File: src/rtl/uart_pkg.sv
// Shared definitions for the UART receiver slice.
//   PAR_*        : parity mode encodings for the PARITY parameter
//   rx_state_t   : receiver FSM states
//   count_width  : width of a FIFO occupancy count for a given depth
package uart_pkg;

  localparam int PAR_NONE = 0;
  localparam int PAR_EVEN = 1;
  localparam int PAR_ODD  = 2;

  typedef enum logic [2:0] {
    ST_IDLE,
    ST_START,
    ST_DATA,
    ST_PARITY,
    ST_STOP,
    ST_BREAK
  } rx_state_t;

  // Occupancy runs 0..depth inclusive, so one bit more than the address.
  function automatic int count_width(input int depth);
    return $clog2(depth) + 1;
  endfunction

endpackage

File: src/rtl/sync_fifo.sv
// First-word-fall-through FIFO.
//   clk, rst_n : clock, asynchronous active-low reset
//   push       : write push_data (accepted when not full, or when full with a pop)
//   pop        : remove head (ignored when empty)
//   rd_data    : head entry, 0 while empty
//   empty/full : occupancy flags from pointer MSB and equality
//   count      : occupancy, 0..DEPTH
module sync_fifo
  import uart_pkg::*;
#(
  parameter int WIDTH = 8,
  parameter int DEPTH = 4
) (
  input  logic                          clk,
  input  logic                          rst_n,
  input  logic                          push,
  input  logic [WIDTH-1:0]              push_data,
  input  logic                          pop,
  output logic [WIDTH-1:0]              rd_data,
  output logic                          empty,
  output logic                          full,
  output logic [count_width(DEPTH)-1:0] count
);

  localparam int AW = $clog2(DEPTH);

  logic [AW:0]      wr_ptr;
  logic [AW:0]      rd_ptr;
  logic [WIDTH-1:0] mem [DEPTH];
  logic             do_push;
  logic             do_pop;

  assign empty = (wr_ptr == rd_ptr);
  assign full  = (wr_ptr[AW] != rd_ptr[AW]) && (wr_ptr[AW-1:0] == rd_ptr[AW-1:0]);
  assign count = wr_ptr - rd_ptr;

  // A pop in the same cycle frees the slot, so a push into a full FIFO
  // is still accepted when it is paired with a pop.
  assign do_pop  = pop & ~empty;
  assign do_push = push & (~full | do_pop);

  // Gate the head with empty so stale/uninitialised storage never shows.
  assign rd_data = empty ? '0 : mem[rd_ptr[AW-1:0]];

  always_ff @(posedge clk or negedge rst_n) begin
    if (!rst_n) begin
      wr_ptr <= '0;
      rd_ptr <= '0;
    end else begin
      if (do_push) wr_ptr <= wr_ptr + 1'b1;
      if (do_pop)  rd_ptr <= rd_ptr + 1'b1;
    end
  end

  always_ff @(posedge clk) begin
    if (do_push) mem[wr_ptr[AW-1:0]] <= push_data;
  end

endmodule

File: src/rtl/uart_rx_fifo.sv
// UART receiver with receive FIFO.
//   clk, rst_n      : core clock, asynchronous active-low reset
//   rx              : asynchronous serial input, idle high
//   rd_en           : pop FIFO head
//   rd_data         : FIFO head (valid while empty = 0)
//   empty/full/count: FIFO status
//   busy            : receiver not idle
//   frame_err       : pulse, a stop bit sampled low
//   parity_err      : pulse, parity mismatch
//   overrun         : pulse, good character dropped because FIFO full
//
// Read handshake: rd_data/empty act as a valid/data pair; a read is
// accepted on any cycle with rd_en = 1 and empty = 0, and the next entry
// (if any) appears on rd_data in the following cycle. rd_en while empty
// has no effect.
module uart_rx_fifo
  import uart_pkg::*;
#(
  parameter int CLK_PER_BIT = 8,
  parameter int DATA_BITS   = 8,
  parameter int PARITY      = 0,
  parameter int STOP_BITS   = 1,
  parameter int FIFO_DEPTH  = 4,
  parameter int SYNC_STAGES = 2
) (
  input  logic                               clk,
  input  logic                               rst_n,
  input  logic                               rx,
  input  logic                               rd_en,
  output logic [DATA_BITS-1:0]               rd_data,
  output logic                               empty,
  output logic                               full,
  output logic [count_width(FIFO_DEPTH)-1:0] count,
  output logic                               busy,
  output logic                               frame_err,
  output logic                               parity_err,
  output logic                               overrun
);

  localparam int CW = $clog2(CLK_PER_BIT);
  localparam int BW = $clog2(DATA_BITS);
  localparam logic [CW-1:0] HALF_LOAD = CW'(CLK_PER_BIT / 2 - 1);
  localparam logic [CW-1:0] BIT_LOAD  = CW'(CLK_PER_BIT - 1);
  localparam logic [BW-1:0] LAST_BIT  = BW'(DATA_BITS - 1);
  localparam logic          LAST_STOP = 1'(STOP_BITS - 1);
  localparam logic          ODD_PAR   = (PARITY == PAR_ODD);

  logic [SYNC_STAGES-1:0] sync_q;
  logic                   rxs;
  logic                   rxs_d;

  rx_state_t              state, state_n;
  logic [CW-1:0]          cnt, cnt_n;
  logic [BW-1:0]          bit_idx, bit_idx_n;
  logic [DATA_BITS-1:0]   shreg, shreg_n;
  logic                   par_bad, par_bad_n;
  logic                   stop_idx, stop_idx_n;
  logic                   push_q, push_n;
  logic                   ferr_n, perr_n;
  logic                   sample;

  // Synchroniser resets to the idle level so reset never looks like a start.
  always_ff @(posedge clk or negedge rst_n) begin
    if (!rst_n) begin
      sync_q <= '1;
      rxs_d  <= 1'b1;
    end else begin
      sync_q <= {sync_q[SYNC_STAGES-2:0], rx};
      rxs_d  <= rxs;
    end
  end

  assign rxs    = sync_q[SYNC_STAGES-1];
  assign sample = (cnt == '0);
  assign busy   = (state != ST_IDLE);

  always_ff @(posedge clk or negedge rst_n) begin
    if (!rst_n) begin
      state      <= ST_IDLE;
      cnt        <= '0;
      bit_idx    <= '0;
      shreg      <= '0;
      par_bad    <= 1'b0;
      stop_idx   <= 1'b0;
      push_q     <= 1'b0;
      frame_err  <= 1'b0;
      parity_err <= 1'b0;
    end else begin
      state      <= state_n;
      cnt        <= cnt_n;
      bit_idx    <= bit_idx_n;
      shreg      <= shreg_n;
      par_bad    <= par_bad_n;
      stop_idx   <= stop_idx_n;
      push_q     <= push_n;
      frame_err  <= ferr_n;
      parity_err <= perr_n;
    end
  end

  always_comb begin
    state_n    = state;
    cnt_n      = sample ? cnt : cnt - 1'b1;
    bit_idx_n  = bit_idx;
    shreg_n    = shreg;
    par_bad_n  = par_bad;
    stop_idx_n = stop_idx;
    push_n     = 1'b0;
    ferr_n     = 1'b0;
    perr_n     = 1'b0;
    unique case (state)
      ST_IDLE: begin
        if (rxs_d && !rxs) begin
          state_n = ST_START;
          cnt_n   = HALF_LOAD;
        end
      end
      ST_START: begin
        if (sample) begin
          if (rxs) begin
            state_n = ST_IDLE;
          end else begin
            state_n   = ST_DATA;
            cnt_n     = BIT_LOAD;
            bit_idx_n = '0;
          end
        end
      end
      ST_DATA: begin
        if (sample) begin
          shreg_n = {rxs, shreg[DATA_BITS-1:1]};
          cnt_n   = BIT_LOAD;
          if (bit_idx == LAST_BIT) begin
            state_n    = (PARITY != PAR_NONE) ? ST_PARITY : ST_STOP;
            par_bad_n  = 1'b0;
            stop_idx_n = 1'b0;
          end else begin
            bit_idx_n = bit_idx + 1'b1;
          end
        end
      end
      ST_PARITY: begin
        if (sample) begin
          // Even: line bit must equal XOR of data; odd: its inverse.
          par_bad_n = rxs ^ (^shreg) ^ ODD_PAR;
          cnt_n     = BIT_LOAD;
          state_n   = ST_STOP;
        end
      end
      ST_STOP: begin
        if (sample) begin
          cnt_n = BIT_LOAD;
          if (!rxs) begin
            ferr_n  = 1'b1;
            state_n = ST_BREAK;
          end else if (stop_idx == LAST_STOP) begin
            perr_n  = par_bad;
            push_n  = ~par_bad;
            state_n = ST_IDLE;
          end else begin
            stop_idx_n = stop_idx + 1'b1;
          end
        end
      end
      ST_BREAK: begin
        // Hold here while the line stays low so a break is one error.
        if (rxs) state_n = ST_IDLE;
      end
      default: state_n = ST_IDLE;
    endcase
  end

  assign overrun = push_q & full & ~rd_en;

  sync_fifo #(
    .WIDTH (DATA_BITS),
    .DEPTH (FIFO_DEPTH)
  ) u_fifo (
    .clk       (clk),
    .rst_n     (rst_n),
    .push      (push_q),
    .push_data (shreg),
    .pop       (rd_en),
    .rd_data   (rd_data),
    .empty     (empty),
    .full      (full),
    .count     (count)
  );

endmodule

File: config.mk
export PLATFORM = sky130hd
export DESIGN_NAME = uart_rx_fifo
export DESIGN_NICKNAME = d
export VERILOG_FILES = /design/src/rtl/uart_pkg.sv /design/src/rtl/sync_fifo.sv /design/src/rtl/uart_rx_fifo.sv
export SDC_FILE = /design/constraint.sdc
export NUM_CORES = 1
export LEC_CHECK = 0
export BUFFER_PORTS_ARGS = -buffer_cell sky130_fd_sc_hd__buf_4
export CAP_MARGIN = 5
export CELL_PAD_IN_SITES_DETAIL_PLACEMENT = 1
export CELL_PAD_IN_SITES_GLOBAL_PLACEMENT = 1
export CORE_AREA = 10 10 71 118
export DETAILED_ROUTE_END_ITERATION = 10
export DIE_AREA = 0 0 81 128
export PLACE_DENSITY = 0.82
export SYNTH_ARGS = -nofsm -noshare
export SYNTH_HDL_FRONTEND = slang
export SYNTH_SLANG_ARGS = --single-unit
File: constraint.sdc
create_clock -name clk -period 2.1 [get_ports clk]
set_input_delay 0.315 -clock clk [delete_from_list [all_inputs] [get_ports clk]]
set_output_delay 0.315 -clock clk [all_outputs]
set_load 0.02 [all_outputs]
==> reports/qor.txt, run 1 <==
Hold WC Path Type -> in2reg
Seq cells post-synth -> 62
syn_nets -> 214
status -> completed
cell internal pwr -> 0.003221 W
largest cells by area after synthesis -> edfxtp_1 (34%), dfrtp_1 (24%), mux4_2 (6.4%)
Setup crit end -> rd_data[6]
Post-CTS Setup Bufs -> 0
Worst VDD drop -> 0.8946 mV
Critical-path top delay cell -> mux4_2
cell taking the most area after synthesis -> edfxtp_1
synth unique cells -> 46
Hold WS -> 0.09544 ns
critical setup path kind -> reg2out
max-cap viol count -> 0
antenna cells -> 0
Main synth FF type -> edfxtp_1
worst-margin pin slew -> 0.6459 ns
First DRT Iteration DRCs -> 96
CP Launch Type -> flop
Slew Viols, Final -> 0
syn avg cell area -> 14.28 µm²
EDFF count, synth -> 32
clock share of power -> 0.290
critical path required time -> 1.78 ns
FF-to-FF Start -> u_fifo.wr_ptr[1]
vias in the first global route -> 1943
Async S/R FF share, synth -> 0.4839
FF-to-FF End -> u_fifo.mem[2][7]
Synth top area share -> 0.3400
Tcrit/Tclk final -> 0.9755
row count -> 39
crit path from -> u_fifo.rd_ptr[0]
Yosys warning total -> 0
Setup WS pre-CTS -> 0.1011 ns
routed via count -> 1625
pin count of the biggest net entering global routing -> 31
Area growth syn-to-layout -> 21.51%
Worst-path clk slew -> 0.05 ns
Die Ht -> 128 µm
clock tree root driver cell -> clkbuf_16
Slew HR -> 0.5678
RSZ-0062 raised after global routing -> true
Critical Path AT -> 1.73 ns
placed wire-length estimate -> 4047 µm
CP max FO -> 10
I/O pin count -> 21
share of layout cells above drive strength 1 -> 0.3004
post-route ant nets -> 0
Total GRT Usage -> 0.1255
Synth Cell Area -> 2826 µm²
post-route design area -> 3435 µm²
delay of the slowest critical-path stage -> 0.50 ns
GP Congestion -> 0.8165
Inserted Clock Buffers -> 9
Levels on crit path -> 4
number of remaining DRC errors -> 0
Clock Skews -> 0.004643 ns
PwrDens -> 1416 nW/µm²
post-layout util -> 0.5332
CP Capture Type -> output pin
Flop pwr share -> 0.333
cell breakdown of the critical path -> buf_8 -> mux4_2 -> and2_1 -> buf_4
Final WS setup -> 0.05136 ns
drt total wl -> 5772 µm
Hold Fails Final Rpt -> 0
Mapped Cells -> 198
Starting Density -> 0.4388
Achievable Freq -> 0.4881 GHz
WP buf/inv -> 2
initial antenna violation count -> 0
die area -> 10370 µm²
DR vias/cell -> 5.159
cell family with the largest share of critical-path delay -> multiplexers
# port buffers -> 20
P_leak -> 1.385 nW
Comb power frac -> 0.378
Core Box Area -> 6441 µm²
R2R depth -> 4
minimum clock period -> 2.049 ns
clk sinks -> 62
CTS tree -> yes
setup tns final -> 0 ns
total gr overflow -> 0
Worst-Skew Late Latency -> 0.32 ns
DR pass1 iterations -> 4
Final setup viols -> 0
placed cell area -> 3090 µm²
final-stage net count -> 244
first-pass GRT wire length -> 9873 µm
DR WL/cell -> 18.32 µm
P_sw -> 0.001644 W
switching part of the total -> 0.3380
register area share after synthesis -> 0.6069
H-tree Lvls -> 3
R2R setup slack -> 0.11 ns
Die W -> 81 µm
Clock Path Buffers -> 2
## state kept, by name (all words and copies together), names as in the netlist
signal,flops
frame_err,1
parity_err,1
u_fifo.mem,32
par_bad,1
rxs_d,1
sync_q,2
cnt,3
bit_idx,3
push_q,1
shreg,8
u_fifo.wr_ptr,3
state,3
u_fifo.rd_ptr,3
## worst min-delay path by stage
| stage | from | endpoint | cells after the start | slack (ns) |
|---|---|---|---|---|
| after CTS | rx | sync_q[0] | 1 | 0.09 |
| after global routing | rx | sync_q[0] | 1 | 0.08 |
| after floorplan | rst_n | bit_idx[0] | 0 | 0.02 |
| final | rx | sync_q[0] | 1 | 0.1 |
| after detailed placement | rst_n | shreg[3] | 1 | 0.27 |
| after global placement | rst_n | bit_idx[1] | 1 | 0.27 |
## cells by family after synthesis
kind of cell / after synthesis / share of synthesized area
compound gates: 19 / 0.04958
mux: 19 / 0.1085
simple gates: 52 / 0.1014
fa+ha+maj: 12 / 0.05578
flops: 62 / 0.6069
xor+xnor: 13 / 0.04781
buf+inv: 21 / 0.03010
## timing repair
action,4_1_cts,5_1_grt
gates resized for setup,4,6
hold endpoints to repair,27,0
endpoints found under the setup margin,17,26
hold buffers,1,0
## synth_stat cells (2+ instances only)
master	count
mux4_2	8
ha_1	11
nand3_1	5
dfrtp_1	27
mux2_2	8
edfxtp_1	32
and2_1	8
nor2b_1	2
dfstp_2	3
o21ai_0	7
buf_2	5
nand2_1	10
nor2_1	12
clkbuf_1	2
nand2b_1	5
xnor2_1	8
inv_1	14
xor2_1	3
## per-stage QoR
stage	cells	power, W
6_report	315	0.004865
3_3_place_gp	298	0.003323
4_1_cts	315	0.004865
3_5_place_dp	298	0.003392
2_1_floorplan	198	0.002785
5_1_grt	315	0.005167
## routing by layer
layer  vias up  routed length (µm)  global-route usage
met5         -                   0                   0
met4         0                  88             0.04606
met3         7                 162             0.04143
met2        17                3396              0.2326
met1       833                2124              0.1227
li1        768                   -                   -
## placed cells by master (no fill, tap or decap), types with 4 or more instances in the layout
cell and count:
dfrtp_1 27, buf_4 24, mux4_2 8, clkbuf_16 9, edfxtp_1 32, nand2_1 9, inv_1 14, nand2b_1 5
mux2_2 8, xnor2_1 8, o21ai_0 7, nor2_1 10, nand3_1 4, and2_1 8, ha_1 10
## power groups by stage
stage | Combinational, W | Clock (W) | Sequential (W)
6_report | 0.00184 | 0.00141 | 0.00162
5_1_grt | 0.00202 | 0.00150 | 0.00164
4_1_cts | 0.00182 | 0.00143 | 0.00161
3_5_place_dp | 0.00177 | 0 | 0.00163
3_3_place_gp | 0.00171 | 0 | 0.00161
2_1_floorplan | 0.00123 | 0 | 0.00156
## cell type report
cell class | instances | area, µm²
inverters | 14 | 52.55
multi-input cells | 115 | 1075
well taps | 82 | 102.6
flip-flops and latches | 62 | 1715
clock inverters | 5 | 51.30
repair buffers | 26 | 205.2
clock buffers | 11 | 232.7
fillers | 668 | 3007
(Power assumes the default switching activity.)
==> run 2: changes to the inputs <==
Settings changed: ABC_AREA set to 1, CORE_AREA 10 10 71 118 to 10 10 75 125, DIE_AREA 0 0 81 128 to 0 0 85 135, PLACE_DENSITY 0.82 to 0.81.
==> reports/qor.txt, run 2 <==
status -> completed
most frequent cells in the layout -> nand2_1 (57), nor2_1 (42), edfxtp_1 (32)
Starting Density -> 0.4115
Hold Fails Final Rpt -> 0
Seq cells post-synth -> 62
most common cell after layout, fill and taps aside -> nand2_1
first-pass GRT wire length -> 12420 µm
EDFF count, synth -> 32
Core Box Area -> 7233 µm²
routed via count -> 2238
GP Congestion -> 0.8430
pin count of the biggest net entering global routing -> 31
final-stage net count -> 361
most instantiated cells after synthesis -> nand2_1 (58), nor2_1 (46), inv_1 (33)
Worst-Skew Late Latency -> 0.33 ns
DR WL/cell -> 17.71 µm
met3 Use GR -> 0.03193
Synth Cell Area -> 2977 µm²
Critical-path top delay cell -> fa_1
H-tree Lvls -> 3
minimum clock period -> 2.051 ns
post-route ant nets -> 0
PwrDens -> 1548 nW/µm²
Main synth FF type -> edfxtp_1
delay of the slowest critical-path stage -> 0.41 ns
Inserted Clock Buffers -> 9
drt total wl -> 7721 µm
share of layout cells above drive strength 1 -> 0.2200
CP max FO -> 4
Synth top area share -> 0.3228
clock tree root driver cell -> clkbuf_16
placed wire-length estimate -> 5292 µm
number of remaining DRC errors -> 0
Slew Viols, Final -> 0
antenna cells -> 0
placed cells -> 414
Clock Skews -> 0.003896 ns
Hold WC Path Type -> in2reg
max-cap viol count -> 0
Achievable Freq -> 0.4877 GHz
Final setup viols -> 0
Tcrit/Tclk final -> 0.9765
synth unique cells -> 30
Slew HR -> 0.7128
syn avg cell area -> 9.633 µm²
GR Util met1 -> 0.1321
Mapped Cells -> 309
Die Ht -> 135 µm
Yosys warning total -> 0
CP Capture Type -> output pin
vias in the first global route -> 2463
cell breakdown of the critical path -> inv_2 -> ha_4 -> fa_1 -> xor2_1 -> buf_4
CTS tree -> yes
Area growth syn-to-layout -> 22.19%
# port buffers -> 20
I/O pin count -> 21
total gr overflow -> 0
Die W -> 85 µm
most frequent cell after synthesis -> nand2_1
met2 usage -> 0.2554
row count -> 41
Critical Path AT -> 1.74 ns
Worst-path clk slew -> 0.05 ns
syn_nets -> 325
critical path required time -> 1.78 ns
initial antenna violation count -> 0
power consumption -> 0.005631 W
First DRT Iteration DRCs -> 71
P_leak -> 1.582 nW
critical setup path kind -> reg2out
CP Launch Type -> flop
Total GRT Usage -> 0.1367
largest cells by area after synthesis -> edfxtp_1 (32%), dfrtp_1 (23%), nand2_1 (7.3%)
worst-margin pin slew -> 0.4303 ns
grt peak-use layer -> met2
cell taking the most area after synthesis -> edfxtp_1
clk sinks -> 62
Worst VDD drop -> 0.6620 mV
max FFs per register -> 32
die area -> 11480 µm²
register area share after synthesis -> 0.5763
DR pass1 iterations -> 4
Async S/R FF share, synth -> 0.4839
Clock Path Buffers -> 2
Final Non-Filler Cells -> 436
DR vias/cell -> 5.133
-- run 2: cell count changes after synthesis, moves of 6 or more --
cell     delta
inv_1      +19
o21ai_1     +7
o21ai_0    +20
nand3_1     +6
a21oi_1    +11
mux2_2      -8
and2_1      -8
mux4_2      -8
nand2_2     +7
nor2_1     +34
nand2_1    +48
-- run 2: path summary, 6_finish.rpt --
kind                                         end  slack [ns]  depth (start not counted)        startpoint
worst max-delay path                    count[2]        0.05                          5  u_fifo.wr_ptr[0]
worst min-delay path                   sync_q[0]         0.1                          1                rx
worst max register to register  u_fifo.mem[2][2]        0.18                          7  u_fifo.wr_ptr[0]
worst min register to register         sync_q[1]        0.36                          0         sync_q[0]
max in group asynchronous              sync_q[1]        1.32                          2             rst_n
min in group asynchronous             bit_idx[1]        0.47                          2             rst_n
-- run 2: logic make-up (layout without fill, tap and decap cells) --
kind of cell             count (synthesis)  count (layout)  share of synthesized area
AO/OA/AOI/OAI                           50              50                    0.09038
XOR/XNOR                                 8               8                    0.02606
adder cells (fa/ha/maj)                 12              12                    0.05296
buffers and inverters                   42              82                    0.05591
flip-flops                              62              62                     0.5763
AND/OR/NAND/NOR                        135             136                     0.1984
-- run 2: cell type report --
class / count / area [µm²]
flip-flops and latches: 62 / 1718
repair inverters: 1 / 5.005
repair buffers: 28 / 216.5
multi-input cells: 206 / 1165
inverters: 37 / 142.6
clock inverters: 5 / 50.05
well taps: 86 / 107.6
fillers: 850 / 3596
clock buffers: 11 / 232.7
-- run 2: per-layer routing --
metal	vias up	share of wire
met5	-	0
li1	1075	-
met4	0	0.037
met1	1111	0.37
met3	20	0.028
met2	32	0.56
-- run 2: metrics by stage --
step / setup TNS (ns) / setup WS [ns] / util / hold slack (ns) / instance area, µm²
after global routing: -0.01024 / -0.01024 / 0.5029 / 0.08138 / 3637
after detailed placement: 0 / 0.05779 / 0.4494 / 0.2789 / 3251
final: 0 / 0.04937 / 0.5029 / 0.09530 / 3637
after CTS: 0 / 0.01226 / 0.4909 / 0.08597 / 3551
after global placement: 0 / 0.2010 / 0.4494 / 0.2705 / 3251
after floorplan: 0 / 0.05587 / - / 0.01941 / 2990
-- run 2: power breakdown --
part	total [W]	internal (W)	switching (W)	leakage, nW
combinational	0.00254	0.000957	0.00159	0.747
clock	0.00142	0.000908	0.000509	0.135
sequential	0.00167	0.00147	0.000207	0.700
total	0.00563	0.00333	0.00230	1.58
-- run 2: what timing repair did --
action	in CTS	in global routing
buffers inserted	0	3
gates cloned	0	2
resized for setup	3	9
hold buffers	1	0
endpoints found under the hold margin	27	0
endpoints found under the setup margin	11	10
pin swaps	1	1
-- run 2: critical path, delay by kind of cell, from the launching register on --
kind	cells	cell delay, ns
adder cells (fa/ha/maj)	2	0.58
XOR/XNOR	1	0.18
buffers and inverters	2	0.27
flip-flops	1	0.39
==> run 3: changes to the inputs <==
Settings changed: CORE_AREA 10 10 75 125 to 2 2 67 117, DIE_AREA 0 0 85 135 to 0 0 69 119.
==> reports/qor.txt, run 3 (synthesized netlist as in run 2, its figures left out) <==
total gr overflow -> 0
Hold WC Path Type -> in2reg
Core Box Area -> 7357 µm²
vias in the first global route -> 2475
Final WS setup -> 0.07734 ns
status -> completed
Tcrit/Tclk final -> 0.9632
CP Launch Type -> flop
CP max FO -> 9
critical path required time -> 1.78 ns
P_leak -> 1.584 nW
Die Ht -> 119 µm
Inserted Clock Buffers -> 9
Comb power frac -> 0.457
Slew HR -> 0.7248
die area -> 8211 µm²
max-cap viol count -> 0
initial antenna violation count -> 0
drt total wl -> 7160 µm
first-pass GRT wire length -> 12060 µm
Critical-path top delay cell -> dfrtp_2
setup tns final -> 0 ns
delay of the slowest critical-path stage -> 0.44 ns
Area growth syn-to-layout -> 21.35%
Worst VDD drop -> 0.6797 mV
Total GRT Usage -> 0.1900
final-stage net count -> 362
Flop pwr share -> 0.304
RSZ-0062 raised after global routing -> false
most frequent cells in the layout -> nand2_1 (57), nor2_1 (42), inv_1 (32), edfxtp_1 (32)
Hold Fails Final Rpt -> 0
cell breakdown of the critical path -> ha_1 -> nand2_4 -> nor2_4 -> buf_12 -> a21oi_1 -> buf_4
Setup WS pre-CTS -> 0.1322 ns
Worst-Skew Late Latency -> 0.33 ns
CTS tree -> yes
First DRT Iteration DRCs -> 108
I/O pin count -> 21
worst-margin pin slew -> 0.4124 ns
filler cell count -> 866
cell internal pwr -> 0.003191 W
placed wire-length estimate -> 4872 µm
clk sinks -> 62
Worst-path clk slew -> 0.05 ns
WP buf/inv -> 2
Die W -> 69 µm
Clock Skews -> 0.004787 ns
Critical Path AT -> 1.71 ns
max FFs per register -> 32
CP Capture Type -> output pin
antenna cells -> 0
critical setup path kind -> reg2out
minimum clock period -> 2.023 ns
post-route ant nets -> 0
clock tree root driver cell -> clkbuf_16
cell family with the largest share of critical-path delay -> flip-flops
Achievable Freq -> 0.4944 GHz
H-tree Lvls -> 3
Clock Path Buffers -> 2
Final setup viols -> 0
routed via count -> 2222
pin count of the biggest net entering global routing -> 31
Slew Viols, Final -> 0
# port buffers -> 20
DR pass1 iterations -> 4
GP Congestion -> 0.8407
clock share of power -> 0.239
DR vias/cell -> 5.062
row count -> 42
WL met3 -> 172 µm
DR WL/cell -> 16.31 µm
most common cell after layout, fill and taps aside -> nand2_1
PwrDens -> 1499 nW/µm²
number of remaining DRC errors -> 0
Starting Density -> 0.4046
switching part of the total -> 0.4107
highest routed layer -> met4
met1 WL -> 2542 µm
Detail Route met2 WL -> 4218 µm
share of layout cells above drive strength 1 -> 0.2137
P_sw -> 0.002224 W
## run 3: worst paths after layout
kind	start	to	slack, ns	cells after the start
setup / recovery	u_fifo.wr_ptr[1]	rd_data[0]	0.08	6
hold / removal	rx	sync_q[0]	0.09	1
setup reg to reg	u_fifo.wr_ptr[1]	u_fifo.mem[0][2]	0.24	6
hold reg to reg	sync_q[0]	sync_q[1]	0.36	0
max in group asynchronous	rst_n	sync_q[1]	1.32	2
min in group asynchronous	rst_n	cnt[0]	0.46	2
## run 3: per-layer routing
| layer | global-route usage | vias to the layer above |
|---|---|---|
| met5 | 0 | - |
| met4 | 0.08824 | 0 |
| met3 | 0.04230 | 17 |
| met2 | 0.3618 | 29 |
| met1 | 0.1903 | 1096 |
| li1 | - | 1080 |
## run 3: per-stage QoR
stage | instances | hold slack (ns) | power (W) | util | cell area (µm²)
after floorplan | 309 | 0.01941 | 0.003180 | - | 2990
after global placement | 418 | 0.2728 | 0.003869 | 0.4442 | 3268
after detailed placement | 418 | 0.2778 | 0.003963 | 0.4442 | 3268
after CTS | 438 | 0.07975 | 0.005412 | 0.4872 | 3585
after global routing | 439 | 0.07810 | 0.005797 | 0.4910 | 3612
final | 439 | 0.09132 | 0.005415 | 0.4910 | 3612
## run 3: timing repair
action,4_1_cts,5_1_grt
pin swaps,1,0
endpoints found under the setup margin,10,10
setup buffers,2,0
cloned,1,1
hold buffers,1,0
resized for setup,4,6
hold endpoints to repair,27,0
## run 3: power by group through the flow
stage	combinational (W)	clock (W)	sequential, W
floorplan	0.00157	0	0.00161
global placement	0.00223	0	0.00164
detailed placement	0.00230	0	0.00166
CTS	0.00246	0.00132	0.00164
global route	0.00276	0.00137	0.00167
finish	0.00248	0.00129	0.00165
## run 3: area by class of cell
type / count / area [µm²] / share of cell area
multi-input combinational: 205 / 1134 / 0.3138
inverter: 37 / 142.6 / 0.03949
timing repair buffer: 29 / 236.5 / 0.06547
timing repair inverter: 2 / 15.01 / 0.004157
tap: 88 / 110.1 / 0.03048
clock buffer: 10 / 229.0 / 0.06339
clock inverter: 6 / 28.78 / 0.007967
sequential: 62 / 1717 / 0.4752
## run 3: worst register-to-register path: stages (launching register included)
cell and delay, ns:
dfrtp_2 0.44, ha_1 0.32, nand2_4 0.12, o21ai_4 0.09, nand2_2 0.09, nand2_4 0.10, nor2_2 0.35
